$ cat config.mk
export PLATFORM = sky130hd
export DESIGN_NAME = bus_control_sequencer
export DESIGN_NICKNAME = d
export VERILOG_FILES = /design/src/rtl/bus_control_sequencer.sv
export SDC_FILE = /design/constraint.sdc
export NUM_CORES = 1
export LEC_CHECK = 0
export CAP_MARGIN = 30
export CORE_MARGIN = 4
export CORE_UTILIZATION = 47
export CTS_BUF_LIST = sky130_fd_sc_hd__clkbuf_2 sky130_fd_sc_hd__clkbuf_4 sky130_fd_sc_hd__clkbuf_8
export CTS_CLUSTER_DIAMETER = 30
export DETAILED_ROUTE_END_ITERATION = 10
export GPL_ROUTABILITY_DRIVEN = 0
export PLACE_DENSITY = 0.87
export SYNTH_ARGS = -nofsm -noshare
export SYNTH_HDL_FRONTEND = slang
export SYNTH_SLANG_ARGS = --single-unit
$ cat constraint.sdc
create_clock -name clk -period 3.7 [get_ports clk]
set_input_delay 0.925 -clock clk [delete_from_list [all_inputs] [get_ports clk]]
set_output_delay 0.925 -clock clk [all_outputs]
set_load 0.03 [all_outputs]
$ cat src/rtl/bus_control_sequencer.sv
// bus_control_sequencer: T-state fetch/execute sequencer that drives the 15-bit bus control word.
// Define COND_JUMP_EN to enable JC (7) and JZ (8). Without it, those opcodes decode as NOP.
module bus_control_sequencer #(
    parameter int OPCODE_W = 4,
    parameter int STEP_W   = 3
) (
    input  logic                clk,
    input  logic                rst_n,
    input  logic [OPCODE_W-1:0] opcode,
    input  logic                carry_flag,
    input  logic                zero_flag,
    output logic [14:0]         control_signals,
    output logic [STEP_W-1:0]   step,
    output logic                instr_done,
    output logic                halted
);
    localparam logic [14:0] HLT = 15'h0001, MI = 15'h0002, RI = 15'h0004, RO = 15'h0008;
    localparam logic [14:0] IO  = 15'h0010, II = 15'h0020, AI = 15'h0040, AO = 15'h0080;
    localparam logic [14:0] EO  = 15'h0100, SU = 15'h0200, BI = 15'h0400, OI = 15'h0800;
    localparam logic [14:0] CE  = 15'h1000, CO = 15'h2000, J  = 15'h4000;

    typedef enum logic [STEP_W-1:0] {T0, T1, T2, T3, T4} state_e;

    state_e            state, state_next;
    logic              halted_next;
    logic [14:0]       exec_word;
    logic [STEP_W-1:0] exec_len;
    logic              jc_take, jz_take;

`ifdef COND_JUMP_EN
    assign jc_take = carry_flag;
    assign jz_take = zero_flag;
`else
    logic unused_flags;
    assign unused_flags = carry_flag ^ zero_flag;
    assign jc_take      = 1'b0;
    assign jz_take      = 1'b0;
`endif

    // Each row names exactly one bus driver per step, which keeps the bus exclusive.
    always_comb begin
        exec_word = '0;
        exec_len  = STEP_W'(3);
        case (opcode)
            4'h1: begin
                exec_word = (state == T2) ? IO | MI : RO | AI;
                exec_len  = STEP_W'(4);
            end
            4'h2, 4'h3: begin
                exec_word = (state == T2) ? IO | MI :
                            (state == T3) ? RO | BI : EO | AI | (opcode[0] ? SU : '0);
                exec_len  = STEP_W'(5);
            end
            4'h4: begin
                exec_word = (state == T2) ? IO | MI : AO | RI;
                exec_len  = STEP_W'(4);
            end
            4'h5:    exec_word = IO | AI;
            4'h6:    exec_word = IO | J;
            4'h7:    exec_word = jc_take ? IO | J : '0;
            4'h8:    exec_word = jz_take ? IO | J : '0;
            4'hE:    exec_word = AO | OI;
            4'hF:    exec_word = HLT;
            default: exec_word = '0;
        endcase
    end

    // Fetch steps ignore opcode entirely, so an unsettled IR cannot leak onto the bus.
    always_comb begin
        state_next      = state;
        halted_next     = halted;
        control_signals = CO | MI;
        instr_done      = 1'b0;
        if (halted)
            control_signals = HLT;
        else if (state == T1)
            control_signals = RO | II | CE;
        else if (state != T0) begin
            control_signals = exec_word;
            instr_done      = state == state_e'(exec_len - 1'b1);
        end
        if (!halted) begin
            halted_next = (state == T2) && (opcode == 4'hF);
            state_next  = halted_next ? T2 : instr_done ? T0 : state_e'(state + 1'b1);
        end
    end

    always_ff @(posedge clk or negedge rst_n) begin
        if (!rst_n) begin
            state  <= T0;
            halted <= 1'b0;
        end else begin
            state  <= state_next;
            halted <= halted_next;
        end
    end

    assign step = state;
endmodule
# --- After elaboration in Yosys (flattened, before gate mapping) ---
# Index checks and enable logic that the tools add are counted.
word_totals:
  ff_bits: 4
  latchBits: 0
  ram_bits: 0
  romBits: 0
  output_inout_bits: 20
  memories: 0
op_classes:
  n_addsub: 2
  mul: 0
  n_div: 0
  magnitude_cmp: 0
  n_eq_ne: 12
  shifts: 0
  mux: 16
  bitwise_logic: 0
  reduce_logical: 4
op_table:
  columns: ["op", "count"]
  rows:
  - ["$pmux 15 s7", 1]
  - ["$mux 15", 3]
  - ["$mux 11", 2]
  - ["$eq 4x3->1 const B", 3]
  - ["$mux 10", 1]
  - ["$eq 4x2->1 const B", 2]
  - ["$eq 4x4->1 const B", 2]
  - ["$mux 8", 1]
  - ["$mux 7", 1]
  - ["$eq 3x2->1 const B", 2]
  - ["$mux 3", 2]
  - ["$pmux 3 s2", 1]
  - ["$eq 4x1->1 const B", 1]
  - ["$mux 1", 4]
  - ["$reduce_or 2->1", 2]
  - ["$add 3x1->3 const B", 1]
  - ["$eq 3x1->1 const B", 1]
  - ["$eq 3x3->1", 1]
  - ["$reduce_bool 3->1", 1]
  - ["$sub 3x1->3 const B", 1]
  - ["$logic_and 1x1->1", 1]

# --- Longest topological paths before layout ---
# Gate-level depths: netlist of the first run.
depth:
  depth_word: 10
  depth_mapped: 6
  ltp_nobuf: 6

# --- Worst setup path before layout of the first run ---
# No wires, ideal clock.
synth_timing:
  path_kind: "input -> output"
  startpoint: "in opcode[3]"
  endpoint: "out control_signals[1]"
  arrival_time_ps: 2510
  t_required_ps: 2775
  slack_ps: 265
  stages: 5
  path_cell_list: "buf_2 buf_1 nor4bb_1 nor2_1 nor4_1"
synth_via:
  elab_chain_cells: 6
synth_rtl:
  columns: ["item", "line", "text"]
  rows:
  - ["from (decl)", "9", "input logic [OPCODE_W-1:0] opcode,"]
  - ["$eq 4x2->1", "44", "case (opcode)"]
  - ["$reduce_or 2->1", "44", null]
  - ["$pmux 15 s7 *", "44", null]
  - ["$mux 15 *", "78", "else if (state != T0) begin"]
  - ["$mux 15 *", "76", "else if (state == T1)"]
  - ["$mux 15 *", "74", "if (halted)"]
  - ["to (decl)", "12", "output logic [14:0] control_signals,"]
# Every way passes the cells marked *; elsewhere a longest branch is shown, timed or not.

# --- Final worst setup path of the first run ---
layout_timing:
  startpoint: "in opcode[1]"
  endpoint: "out control_signals[6]"
# The elaborated chain is that of the path after synthesis.

==> results of run 1 <==
[per-layer routing]
metal	track usage	wire, um
met1	0.2328	750
met2	0.3036	820
met3	0.05929	100
met4	0.04094	8
met5	0	0
[cell usage in the layout, fill, tap and decap left out, types with 2 or more instances in the layout]
cell,Yosys,final
sky130_fd_sc_hd__nor4_1,2,2
sky130_fd_sc_hd__nand2_1,5,5
sky130_fd_sc_hd__a211oi_1,2,2
sky130_fd_sc_hd__nor4_2,2,2
sky130_fd_sc_hd__ha_1,5,5
sky130_fd_sc_hd__nor3b_2,2,2
sky130_fd_sc_hd__nand3_1,2,2
sky130_fd_sc_hd__clkdlybuf4s50_1,0,12
sky130_fd_sc_hd__nor3_1,7,7
sky130_fd_sc_hd__dfrtp_1,4,4
sky130_fd_sc_hd__o31a_1,2,2
sky130_fd_sc_hd__nand2b_1,3,3
sky130_fd_sc_hd__a21oi_1,2,2
sky130_fd_sc_hd__inv_1,4,4
sky130_fd_sc_hd__nor4b_1,2,2
sky130_fd_sc_hd__nor2b_1,3,3
sky130_fd_sc_hd__clkbuf_4,0,3
sky130_fd_sc_hd__nor2_1,4,4
sky130_fd_sc_hd__buf_4,2,18
sky130_fd_sc_hd__o31ai_1,2,2
[Yosys cell counts, drive strengths merged]
master,n
a31o,1
nor4b,3
buf,8
a41o,1
nand4,1
o21bai,2
a2bb2oi,1
mux2i,1
nand3,2
nor2,4
nand2b,4
a211oi,3
nor3b,3
xnor2,1
nor2b,3
a21o,1
dfrtp,4
o21ai,2
nor3,7
clkbuf,1
ha,5
inv,4
o31a,2
nand2,5
or3b,1
a311o,1
and2,1
nor4bb,1
o31ai,2
a21oi,2
nor4,4
[cells by family after synthesis]
logic type,after synthesis
simple gates,39
compound gates,18
buf+inv,13
fa+ha+maj,5
flops,4
xor+xnor,1
mux,1
[worst paths after layout]
check / startpoint / cells past startpoint / to
setup / recovery: opcode[1] / 6 / control_signals[6]
hold / removal: step[0] / 1 / step[0]
setup reg to reg: step[0] / 6 / step[1]
hold reg to reg: step[0] / 1 / step[0]
max in group asynchronous: rst_n / 1 / halted
min in group asynchronous: rst_n / 1 / step[1]
[worst max-delay path: stages]
cell	delay, ps
sky130_fd_sc_hd__clkdlybuf4s50_1	580
sky130_fd_sc_hd__a31o_1	300
sky130_fd_sc_hd__a211oi_2	260
sky130_fd_sc_hd__nand2_1	130
sky130_fd_sc_hd__a211oi_1	240
sky130_fd_sc_hd__buf_4	210
[flip-flops by register name, summed over array words and instances, names as in the netlist]
name and count:
step 3, halted 1
[power by group through the flow]
stage | clock, mW | sequential [mW] | combinational [mW]
finish | 0.0541 | 0.122 | 0.522
global route | 0.0605 | 0.129 | 0.561
CTS | 0.0568 | 0.120 | 0.524
detailed placement | 0 | 0.121 | 0.523
global placement | 0 | 0.120 | 0.512
floorplan | 0 | 0.134 | 0.356
[metrics by stage]
stage / setup slack (ps) / power, mW
floorplan: 264.6 / 0.4902
global placement: 220.5 / 0.6314
detailed placement: 180.2 / 0.6445
CTS: 173.3 / 0.7013
global route: 79.84 / 0.7506
finish: 133.6 / 0.6984
[area by class of cell]
class | count | share of cell area
well taps | 15 | 0.02060
multi-input cells | 64 | 0.5481
flip-flops and latches | 4 | 0.1099
clock buffers | 3 | 0.02473
repair buffers | 30 | 0.2802
inverters | 4 | 0.01648
==> summary.md, run 1 <==
The logs give 0.078 for the proportion of power drawn by the clock network and 0 ps for the total negative slack for setup checks. Across the run, the number of max-cap violations was 0. The die is 45.49 um wide. The logs give 0 for the count of endpoints failing setup in the final report and 1780 ps for the slack of the worst reg-to-reg path. The power share of the sequential group is 0.175, and the largest fanout of any net on the critical path is 10. The die covers 2069 sq um.

The sequential cell area fraction in the yosys report is 0.1515, and the worst-case hold slack is 653.3 ps. The first TritonRoute pass finished after 4 iterations. The quantity of gates resized following cts is 0, and the routed wirelength normalized by instance count is 14.00 um. The clock-pin slew on the worst setup and hold paths came out at 40 ps.

Share of cells above drive strength 1: 0.2857. After detailed routing, the number of vias per cell comes to 5.908. The footprint of the multi-input gates was 499.2 sq um; the count of warnings emitted by yosys was 0. The cell at the root of the clock tree is sky130_fd_sc_hd__clkbuf_4. The maximum number of buffers from clock root to sink was 2. In this run the power density over the cells is 766.8 nW/um^2. In this run the cell area measured after placement is 888.4 sq um.

The net switching share of the total power is 0.5285. The total net switching power was 0.3691 mW; the count of placed standard cells including taps was 117. The post-synthesis register bit count is 4, and the share of Yosys cell area claimed by the top area cell type is 0.1515. Counting I/O delays and the setup requirement, the final critical path takes 3566 ps. After clock tree synthesis, the flow added hold-fix buffers numbering 0. The post-synthesis cell type count was 40; the multiplexer share of the synthesized area was 0.01515.

The endpoint type of the worst setup path is an output pin. After synthesis, the cell types taking the most area are sky130_fd_sc_hd__dfrtp_1, sky130_fd_sc_hd__ha_1, sky130_fd_sc_hd__nor3_1, sky130_fd_sc_hd__nor3b_2, sky130_fd_sc_hd__nor4_2. TritonCTS built the clock tree. After detailed routing, the total wire length is 1680 um. The run finished with clean final reports. The normalized max-slew margin was 0.7478; the pin count of the biggest net entering global routing was 13. Once detail routing completed, the nets flagged for antenna violations numbered 0. The area taken by flip-flops and latches was 100.1 sq um.

Final design instance area without fill: 910.9 sq um. The run gives 3 as the clock buffer count from CTS. By area, the combinational part of the netlist is dominated by simple AND/OR/NAND/NOR gates. For the H-tree depth reported by CTS, the log shows 1. Setup repair after global routing left no endpoint under its margin. For the worst-skew pair, the clock arrives at the later sink with an insertion delay of 230 ps. For the net total in the final layout, the log shows 120.

After technology mapping, the gate count stands at 81. Sort of element at the start of the critical path: an input port. 28 I/O pins were placed. The global router's overall resource usage is 0.1848. After the first detailed-routing iteration, the DRC count stood at 13. The first global-routing pass estimated 2842 um of wire.

The HPWL after detailed placement is 1354 um. The cell area after technology mapping is 660.6 sq um, and the final core utilization is 0.6914. The top cell type by total area after synthesis is sky130_fd_sc_hd__dfrtp_1. For this design the static power due to leakage is 0.3813 nW. The basic-gate share of the synthesized area counting and, or, nand and nor cells came out at 0.4034.

The combinational group share of total power was 0.747; the transition time at the pin with the least slew margin was 367.8 ps. Aggregate global routing overflow: 0. The effective utilization at floorplan is 0.5014, and the vertical die dimension is 45.49 um. The min-delay analysis places its worst path in the category reg -> reg.

The cell-internal power was 0.3293 mW; the xor/xnor cell area share of the yosys netlist was 0.01326. Compared with the post-synthesis result, the final layout area differs by 37.88%. The post-synthesis compound-gate area fraction is 0.2292, and the number of vias after detailed routing is 709.

The filler cells instantiated in the layout total 110. The final hold violation count is 0, and the number of antenna violations at the first check in global routing is 0. The count of cells in the finished layout, fillers not included, comes to 120. The number of global-route vias before repair was 670; the final number of max-transition violations was 0. After clock tree synthesis, the setup repair step added 0 buffers. The final critical-path share of the clock period is 0.9639.

The synthesized area divided by synthesized cell count is 8.156 sq um, and the peak supply drop is 0.6006 mV. The count of antenna diodes in the layout was 0. For this run, the top clock speed supported by timing is 0.2804 GHz. The count of buffers from port buffering is 25, and the adder and majority gate portion of the synthesized area is 0.09470.

The path type of the worst setup path was in -> out. The tools report the core area as 1318 sq um. The logs give 2770 ps for the worst path required time and 1.431 ps for the worst setup skew after layout. The tools report the arrival time at the worst endpoint as 2640 ps. After floorplanning, the core was divided into 13 placement rows. The clock net sink count was 4. The number of nets produced by synthesis came out at 94. After detailed routing, the number of remaining DRC violations is 0.
No activity file was read; power rests on OpenSTA's default activity.
==> run 2, diff against run 1 <==
--- a/config.mk
+++ b/config.mk
@@ -13,6 +13,7 @@
 export DETAILED_ROUTE_END_ITERATION = 10
 export GPL_ROUTABILITY_DRIVEN = 0
 export PLACE_DENSITY = 0.87
+export RECOVER_POWER = 50
 export SYNTH_ARGS = -nofsm -noshare
 export SYNTH_HDL_FRONTEND = slang
 export SYNTH_SLANG_ARGS = --single-unit
==> summary.md, run 2 (synthesis results as in run 1) <==
The run finished with clean final reports. The vertical die dimension is 45.49 um (unchanged), and the transition time at the pin with the least slew margin is 371.2 ps (+3.450 ps). Number of vias per cell after detailed routing: 5.925 (+0.28%).

The number of buffers inserted by post-CTS setup repair was 0 (unchanged). The global router's overall resource usage came out at 0.1848 (unchanged). The final number of max-transition violations is 0 (unchanged), and the first-pass detailed-route iteration total is 4 (unchanged).

The final critical-path share of the clock period was 0.9638 (about the same); the placed cell area was 888.4 sq um (unchanged). The die area is 2069 sq um (unchanged), and the flip-flop count of the largest register after layout is 3 (unchanged). The clock-pin slew on the worst setup and hold paths was 40 ps (about the same). Setup repair after global routing left no endpoint under its margin. The logs give 0 (unchanged) for the number of antenna violations at the first check in global routing and 3 (unchanged) for the clock buffer count from CTS. The worst path buffer plus inverter count was 2 (unchanged). The run gives 1354 um (unchanged) as the HPWL after detailed placement. The tools report the met1 demand-to-capacity share in global routing as 0.2328 (unchanged).

The clock net sink count came out at 4 (unchanged). The largest fanout of any net on the critical path was 10 (unchanged); the growth of design area from synthesis to finish was 37.88% (unchanged). The number of DRC violations after detailed-routing iteration 0 was 18 (+5); the clock latency reported for the late side of the worst-skew pair was 230 ps (about the same). The path type of the worst setup path is in -> out. The number of nets with antenna violations after detailed routing is 0 (unchanged). Most common cell after layout, fill and taps aside: sky130_fd_sc_hd__buf_4.

The width of the chip is 45.49 um (unchanged), and the post-route DRC violation count is 0 (unchanged). Worst path required time: 2770 ps (about the same). The total negative slack for setup checks came out at 0 ps (unchanged). The share of cells above drive strength 1 came out at 0.2857 (unchanged).

The post-route minimum period came out at 3566 ps (-0.3970 ps). For the H-tree depth reported by CTS, the log shows 1 (unchanged). The footprint of the multi-input gates was 499.2 sq um (unchanged); the hold-fix buffer count after cts was 0 (unchanged). The sort of element at the start of the critical path is an input port. The logs give 0.2804 GHz (about the same) for the highest attainable clock frequency and 0 (unchanged) for the number of maximum-capacitance constraint violations. TritonCTS built the clock tree. The tools report the net total in the final layout as 120 (unchanged). The top cell types in the final layout, fill and taps aside, are sky130_fd_sc_hd__buf_4, sky130_fd_sc_hd__nor3_1, sky130_fd_sc_hd__dlygate4sd3_1. Pin count of the biggest net entering global routing: 13 (unchanged). The run gives 110 (unchanged) as the fill cell instance count of the final layout.

The peak supply drop came out at 0.5819 mV (-3.1%). For the quantity of gates resized following cts, the log shows 0 (unchanged). The endpoint type of the worst setup path is an output pin. Traced cell by cell, the critical path runs through clkdlybuf4s50_1, a31o_1, a211oi_2, nand2_1, a211oi_1, buf_4. The effective utilization at floorplan came out at 0.5014 (unchanged).

The power density relative to cell area was 754.1 nW/um^2 (-1.7%); the count of endpoints failing setup in the final report was 0 (unchanged). The run gives 2640 ps (about the same) as the arrival time at the worst endpoint. The core area is 1318 sq um (unchanged), and the row count is 13 (unchanged). After global routing, the most crowded layer is met2. For this design, the slowest cell found on the critical path is sky130_fd_sc_hd__clkdlybuf4s50_1. The worst setup skew after layout was 0.3872 ps (-1.044 ps); the area taken by flip-flops and latches was 100.1 sq um (unchanged). The first-pass GRT wire length is 2842 um (unchanged).

The final design instance area without fill was 910.9 sq um (unchanged); the met3 usage was 0.05929 (unchanged). The worst hold path belongs to the class reg -> reg. The total wire length after detailed routing was 1676 um (-0.24%). The routed wirelength normalized by instance count is 13.97 um (-0.24%). The final hold violation count was 0 (unchanged). The cell family contributing the most delay on the critical path is compound AO/OA/AOI/OAI gates. For the global-route met2 utilization, the log shows 0.3036 (unchanged). The run gives 2 (unchanged) as the maximum number of buffers from clock root to sink.

The top-level I/O count was 28 (unchanged); the count of antenna diodes in the layout was 0 (unchanged). The run gives 0 (unchanged) as the aggregate global routing overflow. The number of global-route vias before repair came out at 670 (unchanged). The leakage power is 0.3906 nW (+2.4%), and the maximum single-stage delay on the critical path is 580 ps (about the same). The count of buffers from port buffering is 25 (unchanged), and the normalized max-slew margin is 0.7454 (-0.002366).

CTS placed an instance of sky130_fd_sc_hd__clkbuf_4 at the clock tree root. For the number of vias after detailed routing, the log shows 711 (+0.28%).
run 2: stage by stage:
step                setup slack, ps  cells  total power, mW  hold WS [ps]  utilization
detailed placement            180.2    117           0.6445         646.1       0.6743
finish                        134.0    120           0.6869         649.7       0.6914
global placement              220.5    117           0.6314         645.3       0.6743
CTS                           173.3    120           0.7013         650.4       0.6914
floorplan                     264.6     81           0.4902         629.4            -
global route                  79.85    120           0.7391         693.3       0.6914
run 2: worst paths after layout:
path	depth (start not counted)	start	to	slack (ps)
max in group asynchronous	1	rst_n	halted	2560
hold / removal	1	step[0]	step[0]	650
setup / recovery	6	opcode[1]	control_signals[6]	130
setup reg to reg	6	step[0]	step[1]	1790
hold reg to reg	1	step[0]	step[0]	650
min in group asynchronous	1	rst_n	step[1]	970
run 2: worst register-to-register path, stage by stage, from the launching register on:
cell                        delay, ps
sky130_fd_sc_hd__dfrtp_1          480
sky130_fd_sc_hd__inv_1            100
sky130_fd_sc_hd__ha_1             290
sky130_fd_sc_hd__nor4b_1          280
sky130_fd_sc_hd__mux2i_1          200
sky130_fd_sc_hd__o31a_1           270
sky130_fd_sc_hd__a2bb2oi_1        140
run 2: routing by layer:
metal | share of wire | routed length (um) | vias to the layer above
li1 | - | - | 346
met1 | 0.43 | 727 | 336
met2 | 0.49 | 820 | 27
met3 | 0.071 | 119 | 2
met4 | 0.0048 | 8 | 0
met5 | 0 | 0 | -
run 2: power breakdown:
part / internal (mW) / leakage, nW / switching (mW) / total [mW]
logic: 0.216 / 0.329 / 0.296 / 0.512
registers: 0.0667 / 0.0480 / 0.0546 / 0.121
clock network: 0.0362 / 0.0138 / 0.0174 / 0.0536
run 2: cell type report:
class	instances	area share
inverters	4	0.01648
flip-flops and latches	4	0.1099
repair buffers	30	0.2802
multi-input cells	64	0.5481
clock buffers	3	0.02473
well taps	15	0.02060
==> run 3, diff against run 2 <==
--- a/config.mk
+++ b/config.mk
@@ -5,7 +5,7 @@
 export SDC_FILE = /design/constraint.sdc
 export NUM_CORES = 1
 export LEC_CHECK = 0
-export CAP_MARGIN = 30
+export CAP_MARGIN = 15
 export CORE_MARGIN = 4
 export CORE_UTILIZATION = 47
 export CTS_BUF_LIST = sky130_fd_sc_hd__clkbuf_2 sky130_fd_sc_hd__clkbuf_4 sky130_fd_sc_hd__clkbuf_8
==> results of run 3 <==
The final DEF is identical to that of run 2; final timing and power are the same.
